File: src/rtl/uart_pkg.sv
// Shared UART definitions: parity modes, receiver state encodings and divider helpers.
package uart_pkg;

    localparam int PARITY_NONE = 0;
    localparam int PARITY_ODD  = 1;
    localparam int PARITY_EVEN = 2;

    typedef enum logic [2:0] {
        RX_IDLE   = 3'd0,
        RX_START  = 3'd1,
        RX_DATA   = 3'd2,
        RX_PARITY = 3'd3,
        RX_STOP   = 3'd4,
        RX_DONE   = 3'd5
    } rx_state_t;

    function automatic int f_tick_div(input int clk_freq, input int baud, input int os);
        return int'(longint'(clk_freq) / (longint'(baud) * longint'(os)));
    endfunction

    function automatic int f_cnt_width(input int n_states);
        return (n_states > 1) ? $clog2(n_states) : 1;
    endfunction

endpackage

File: src/rtl/uart_baud_tick.sv
// Oversampling tick generator: one-cycle pulse every p_DIV clocks, phase reset by restart.
module uart_baud_tick
    import uart_pkg::*;
#(
    parameter int p_DIV = 2
) (
    input  logic i_clk,
    input  logic i_rst,
    input  logic i_restart,
    output logic o_tick
);

    localparam int lp_W = f_cnt_width(p_DIV);
    localparam logic [lp_W-1:0] lp_LAST = lp_W'(p_DIV - 1);

    logic [lp_W-1:0] cnt;

    always_ff @(posedge i_clk) begin
        if (i_rst || i_restart) begin
            cnt <= '0;
        end else if (cnt == lp_LAST) begin
            cnt <= '0;
        end else begin
            cnt <= cnt + 1'b1;
        end
    end

    assign o_tick = (cnt == lp_LAST);

endmodule

File: src/rtl/uart_rx_cfg.sv
// Oversampling UART receiver with 3-sample majority vote, parity, framing and break detection.
//  state     | meaning
//  RX_IDLE   | waiting for a synchronised falling edge while enabled
//  RX_START  | start bit; majority 1 at decision is a false start
//  RX_DATA   | shifting data bits, LSB first
//  RX_PARITY | capturing the parity bit (only when parity enabled)
//  RX_STOP   | checking stop bits; leaves right after the last stop decision
//  RX_DONE   | one-cycle valid pulse, then back to idle
module uart_rx_cfg
    import uart_pkg::*;
#(
    parameter int p_CLK_FREQ   = 12_000_000,
    parameter int p_BAUDRATE   = 9600,
    parameter int p_OVERSAMPLE = 16,
    parameter int p_DATA_BITS  = 8,
    parameter int p_PARITY     = 0,
    parameter int p_STOP_BITS  = 1
) (
    input  logic                   i_clk,
    input  logic                   i_rst,
    input  logic                   i_en,
    input  logic                   i_uart_rx,
    output logic                   o_valid,
    output logic [p_DATA_BITS-1:0] o_data,
    output logic                   o_parity_err,
    output logic                   o_frame_err,
    output logic                   o_break,
    output logic                   o_busy
);

    localparam int lp_TICK_DIV = f_tick_div(p_CLK_FREQ, p_BAUDRATE, p_OVERSAMPLE);
    localparam int lp_SW = f_cnt_width(p_OVERSAMPLE);
    localparam int lp_DW = f_cnt_width(p_DATA_BITS);
    localparam int lp_PW = f_cnt_width(p_STOP_BITS);

    // Sample counter holds the index before the tick, so compares are one below the target index.
    localparam logic [lp_SW-1:0] lp_IDX_EARLY  = lp_SW'(p_OVERSAMPLE/2 - 2);
    localparam logic [lp_SW-1:0] lp_IDX_MID    = lp_SW'(p_OVERSAMPLE/2 - 1);
    localparam logic [lp_SW-1:0] lp_IDX_DECIDE = lp_SW'(p_OVERSAMPLE/2);
    localparam logic [lp_SW-1:0] lp_IDX_LAST   = lp_SW'(p_OVERSAMPLE - 1);
    localparam logic [lp_DW-1:0] lp_DATA_LAST  = lp_DW'(p_DATA_BITS - 1);
    localparam logic [lp_PW-1:0] lp_STOP_LAST  = lp_PW'(p_STOP_BITS - 1);

    if (lp_TICK_DIV < 2) begin : g_div_check
        $error("uart_rx_cfg: clock too slow for baud rate and oversampling (tick divider < 2)");
    end

    rx_state_t state, state_next;

    logic rx_meta, rx_sync, rx_prev;
    logic tick, restart, decide, bit_val, start_edge, frame_end, parity_err;
    logic hist_early, hist_mid;
    logic stop_err, seen_one, parity_bit;
    logic [lp_SW-1:0] sample_cnt;
    logic [lp_DW-1:0] bit_cnt;
    logic [lp_PW-1:0] stop_cnt;
    logic [p_DATA_BITS-1:0] shift_reg;

    uart_baud_tick #(
        .p_DIV(lp_TICK_DIV)
    ) u_tick (
        .i_clk    (i_clk),
        .i_rst    (i_rst),
        .i_restart(restart),
        .o_tick   (tick)
    );

    assign start_edge = rx_prev & ~rx_sync & i_en;
    assign restart    = (state == RX_IDLE) && start_edge;
    assign decide     = tick && (sample_cnt == lp_IDX_DECIDE);
    assign bit_val    = (hist_early & hist_mid) | (hist_early & rx_sync) | (hist_mid & rx_sync);
    assign frame_end  = decide && (state == RX_STOP) && (stop_cnt == lp_STOP_LAST);

    always_comb begin
        parity_err = 1'b0;
        if (p_PARITY == PARITY_ODD) begin
            parity_err = ~((^shift_reg) ^ parity_bit);
        end else if (p_PARITY == PARITY_EVEN) begin
            parity_err = (^shift_reg) ^ parity_bit;
        end
    end

    always_ff @(posedge i_clk) begin
        if (i_rst) begin
            state <= RX_IDLE;
        end else begin
            state <= state_next;
        end
    end

    always_comb begin
        state_next = state;
        case (state)
            RX_IDLE:   if (start_edge) state_next = RX_START;
            RX_START:  if (decide) state_next = bit_val ? RX_IDLE : RX_DATA;
            RX_DATA: begin
                if (decide && bit_cnt == lp_DATA_LAST) begin
                    state_next = (p_PARITY != PARITY_NONE) ? RX_PARITY : RX_STOP;
                end
            end
            RX_PARITY: if (decide) state_next = RX_STOP;
            RX_STOP:   if (frame_end) state_next = RX_DONE;
            RX_DONE:   state_next = RX_IDLE;
            default:   state_next = RX_IDLE;
        endcase
    end

    always_comb begin
        o_valid = (state == RX_DONE);
        o_busy  = (state != RX_IDLE);
    end

    always_ff @(posedge i_clk) begin
        if (i_rst) begin
            rx_meta      <= 1'b1;
            rx_sync      <= 1'b1;
            rx_prev      <= 1'b1;
            hist_early   <= 1'b1;
            hist_mid     <= 1'b1;
            sample_cnt   <= '0;
            bit_cnt      <= '0;
            stop_cnt     <= '0;
            shift_reg    <= '0;
            parity_bit   <= 1'b0;
            stop_err     <= 1'b0;
            seen_one     <= 1'b0;
            o_data       <= '0;
            o_parity_err <= 1'b0;
            o_frame_err  <= 1'b0;
            o_break      <= 1'b0;
        end else begin
            rx_meta <= i_uart_rx;
            rx_sync <= rx_meta;
            rx_prev <= rx_sync;

            if (restart) begin
                sample_cnt <= '0;
            end else if (tick) begin
                sample_cnt <= (sample_cnt == lp_IDX_LAST) ? '0 : sample_cnt + 1'b1;
            end

            if (tick && sample_cnt == lp_IDX_EARLY) hist_early <= rx_sync;
            if (tick && sample_cnt == lp_IDX_MID)   hist_mid   <= rx_sync;

            if (restart) begin
                bit_cnt    <= '0;
                stop_cnt   <= '0;
                parity_bit <= 1'b0;
                stop_err   <= 1'b0;
                seen_one   <= 1'b0;
            end else if (decide) begin
                case (state)
                    RX_DATA: begin
                        shift_reg <= {bit_val, shift_reg[p_DATA_BITS-1:1]};
                        seen_one  <= seen_one | bit_val;
                        if (bit_cnt != lp_DATA_LAST) bit_cnt <= bit_cnt + 1'b1;
                    end
                    RX_PARITY: begin
                        parity_bit <= bit_val;
                        seen_one   <= seen_one | bit_val;
                    end
                    RX_STOP: begin
                        stop_err <= stop_err | ~bit_val;
                        seen_one <= seen_one | bit_val;
                        if (stop_cnt != lp_STOP_LAST) stop_cnt <= stop_cnt + 1'b1;
                    end
                    default: begin
                    end
                endcase
            end

            // Final stop bit is folded in directly since its register update lands on this same edge.
            if (frame_end) begin
                o_data       <= shift_reg;
                o_parity_err <= parity_err;
                o_frame_err  <= stop_err | ~bit_val;
                o_break      <= ~(seen_one | bit_val);
            end
        end
    end

endmodule

File: config.mk
export PLATFORM = sky130hd
export DESIGN_NAME = uart_rx_cfg
export DESIGN_NICKNAME = d
export VERILOG_FILES = /design/src/rtl/uart_pkg.sv /design/src/rtl/uart_baud_tick.sv /design/src/rtl/uart_rx_cfg.sv
export SDC_FILE = /design/constraint.sdc
export NUM_CORES = 1
export LEC_CHECK = 0
export CAP_MARGIN = 20
export CELL_PAD_IN_SITES_DETAIL_PLACEMENT = 0
export CELL_PAD_IN_SITES_GLOBAL_PLACEMENT = 2
export CORE_MARGIN = 2
export CORE_UTILIZATION = 33
export CTS_BUF_LIST = sky130_fd_sc_hd__clkbuf_8
export DETAILED_ROUTE_END_ITERATION = 10
export HOLD_SLACK_MARGIN = 0.12
export PLACE_DENSITY_LB_ADDON = 0.1
export RECOVER_POWER = 25
export SLEW_MARGIN = 10
export SYNTH_ARGS = -nofsm -noshare
export SYNTH_HDL_FRONTEND = slang
export SYNTH_SLANG_ARGS = --single-unit
File: constraint.sdc
create_clock -name i_clk -period 1.8 [get_ports i_clk]
set_input_delay 0.18 -clock i_clk [delete_from_list [all_inputs] [get_ports i_clk]]
set_output_delay 0.18 -clock i_clk [all_outputs]
set_load 0.01 [all_outputs]
==> results by group <==
Synth
  – Seq cells post-synth: 42
  – Synth area leader: dfxtp_1
  – Mapped Nets: 201
  – Synth unique cells: 41
  – Leading cell types by count after synthesis: dfxtp_1 (42), nor2_1 (25), nand2_1 (24)
  – Async SR Flop Fraction: 0
  – Synth warn: 0
  – Cell area after synthesis: 0.00179 mm^2
  – Avg Cell Area, Syn: 9.43 um^2
  – Post-synth top area share: 0.469
  – Post-Syn Instances: 190
  – Top FF cell, synth: dfxtp_1
  – Post-synth EDFFs: 0
  – Main area contributors after synthesis: dfxtp_1 (47%), mux2i_1 (5.6%), nor2_1 (5.2%)
  – Count leader, synth: dfxtp_1
  – Register area share after synthesis: 0.469

STA
  – Setup violations, final: 2
  – Total negative setup slack: -0.0330 ns
  – Crit share post-route: 1.02
  – Final Hold Vio Count: 0
  – RSZ-0062 raised after global routing: yes
  – Highest clock rate: 0.547 GHz
  – Clock skew: 0.00633 ns
  – Slack of the critical path: -0.0273 ns
  – Post-layout min period: 1.83 ns
  – Fin. max-slew vios: 0

Worst setup path
  – Crit-path max cell delay: 0.49 ns
  – R2R setup slack: -0.03 ns
  – Worst path cell trace: ha_4 -> ha_4 -> or4b_4 -> nor4_4 -> mux2i_1 -> nor2_1
  – Crit path max fanout: 3
  – Crit path capture type: flop
  – WP data arrival: 2.01 ns
  – Worst reg2reg path startpoint: bit_cnt[0]
  – Crit path to: bit_cnt[2]
  – CP Launch Type: flop
  – WS Path Type: flop to flop
  – CP required: 1.98 ns
  – CP max-delay cell: or4b_4
  – FF-to-FF path depth: 6
  – Most frequent CP cell: ha_4
  – FF-to-FF End: bit_cnt[2]
  – Worst Setup SP: bit_cnt[0]

Power and ir drop
  – VDD IR max: 277 uV
  – Lkg Pwr: 0.875 nW
  – Tot Pwr: 0.00157 W
  – Pwr/cell area: 715 mW/mm^2

Floorplan
  – # IOs: 17
  – Die span in x: 77.7 um
  – Die area: 0.00603 mm^2
  – DIE HEIGHT: 77.7 um
  – Standard-cell row count: 26
  – Starting density of the core: 0.346
  – CORE AREA: 0.00517 mm^2

Global route
  – Grt total ovfl: 0
  – Largest net degree at the start of global routing: 19
  – Number of global-route vias before repair: 1309
  – First-pass GRT wire length: 6.30 mm
  – Initial antenna violation count: 0
  – GRT Util Overall: 0.134

Route
  – Vias after detailed routing: 1384
  – Final ANT Viol Nets: 0
  – # DRC: 0
  – DR vias/cell: 4.84
  – DR iter-0 viols: 42
  – Per-cell routed wire length: 12.9 um
  – Final WL: 3.68 mm
  – Drt pass-1 iters: 4

CTS
  – Root buf cell: clkbuf_8
  – CTS clk-pin slew, worst paths: 0.08 ns
  – TritonCTS clock tree: yes
  – Max Root-Sink Buffers: 2
  – TritonCTS Buffers: 5
  – CTS HTree Levels: 2
  – Clk sink count: 42
  – Clk_lat worst skew: 0.29 ns

Placed design
  – Port-buffer cells: 15
  – Gp weighted congestion: 0.786
  – Hpwl dp: 2.69 mm
  – Dpl ws: -0.121 ns
  – Area after DPL: 0.00208 mm^2
  – Post-Place Cells: 277

Finish
  – Final Cell Area: 0.00220 mm^2
  – Fin nets: 227
  – Synthesis-to-finish area growth: 22.7%
  – ANT cells: 0
  – Final Non-Filler Cells: 286
  – Share of cells above drive strength 1: 0.144

Outcome
  – Status: finished with violations
  – Failing checks: setup timing

Min path
  – Hold depth: 1
  – Hold Path Class: flop to flop

Flow run
  – # Max-Cap Violations: 0
[how the worst min path moves through the flow]
stage,startpoint,end,slack (ns)
after floorplan,i_uart_rx,rx_meta,0.28
after global placement,rx_meta,rx_sync,0.39
after detailed placement,rx_meta,rx_sync,0.40
after CTS,rx_meta,rx_sync,0.42
after global routing,rx_meta,rx_sync,0.44
final,rx_meta,rx_sync,0.41
[critical path, delay by kind of cell, from the launching register on]
kind                     cells  cell delay [ns]
flip-flops                   1             0.34
multiplexers                 1             0.25
adder cells (fa/ha/maj)      2             0.31
AND/OR/NAND/NOR              3             0.81
[logic make-up after synthesis]
logic type / share of synthesized area
multiplexers: 0.0559
buffers and inverters: 0.0272
other: 0.00209
AO/OA/AOI/OAI: 0.0964
AND/OR/NAND/NOR: 0.260
XOR/XNOR: 0.0342
adder cells (fa/ha/maj): 0.0545
flip-flops: 0.469
[cells in the final DEF (no fill, tap or decap), drive strengths merged, types with 2 or more instances in the layout]
cell type	n
or2	2
clkdlybuf4s50	4
inv	6
nor3b	2
nand3b	2
a211oi	2
a21oi	13
nor2	25
xnor2	3
dlygate4sd3	10
nand2	24
buf	9
and3b	2
and2	2
o21ai	6
nand4	3
mux2i	10
a31oi	2
clkinv	2
nor4	2
o32ai	2
or3	2
nand3	5
ha	7
dfxtp	42
clkbuf	6
xor2	4
[through the flow]
stage | util | hold WS, ns
after floorplan | - | 0.284
after detailed placement | 0.401 | 0.398
after global routing | 0.425 | 0.439
final | 0.425 | 0.414
after CTS | 0.422 | 0.417
after global placement | 0.401 | 0.394
[timing repair]
action	4_1_cts	5_1_grt
pin swaps	1	2
hold buffers	0	0
setup endpoints to repair	4	4
buffers inserted	0	2
gates resized for setup	8	1
cloned	0	0
[final cells by class]
cell class                 count  area, um^2
clock inverter                 2        10.0
tap                           70        87.6
fill                         504        2970
inverter                       6        22.5
multi-input combinational    136         933
sequential                    42         843
clock buffer                   5        68.8
timing repair buffer          25         233
[report_power, final]
part           switching (W)  internal, W
clock network       0.000311     0.000260
logic              0.0000313    0.0000225
registers         0.00000857     0.000938
total               0.000350      0.00122
[layer usage]
| metal | wire [um] | share of wire | track usage | vias to the layer above |
|---|---|---|---|---|
| li1 | - | - | - | 702 |
| met1 | 1690 | 0.46 | 0.161 | 654 |
| met2 | 1810 | 0.49 | 0.228 | 19 |
| met3 | 114 | 0.031 | 0.0349 | 9 |
| met4 | 73 | 0.020 | 0.0500 | 0 |
| met5 | 0 | 0 | 0 | - |
No activity file was read; power rests on OpenSTA's default activity.
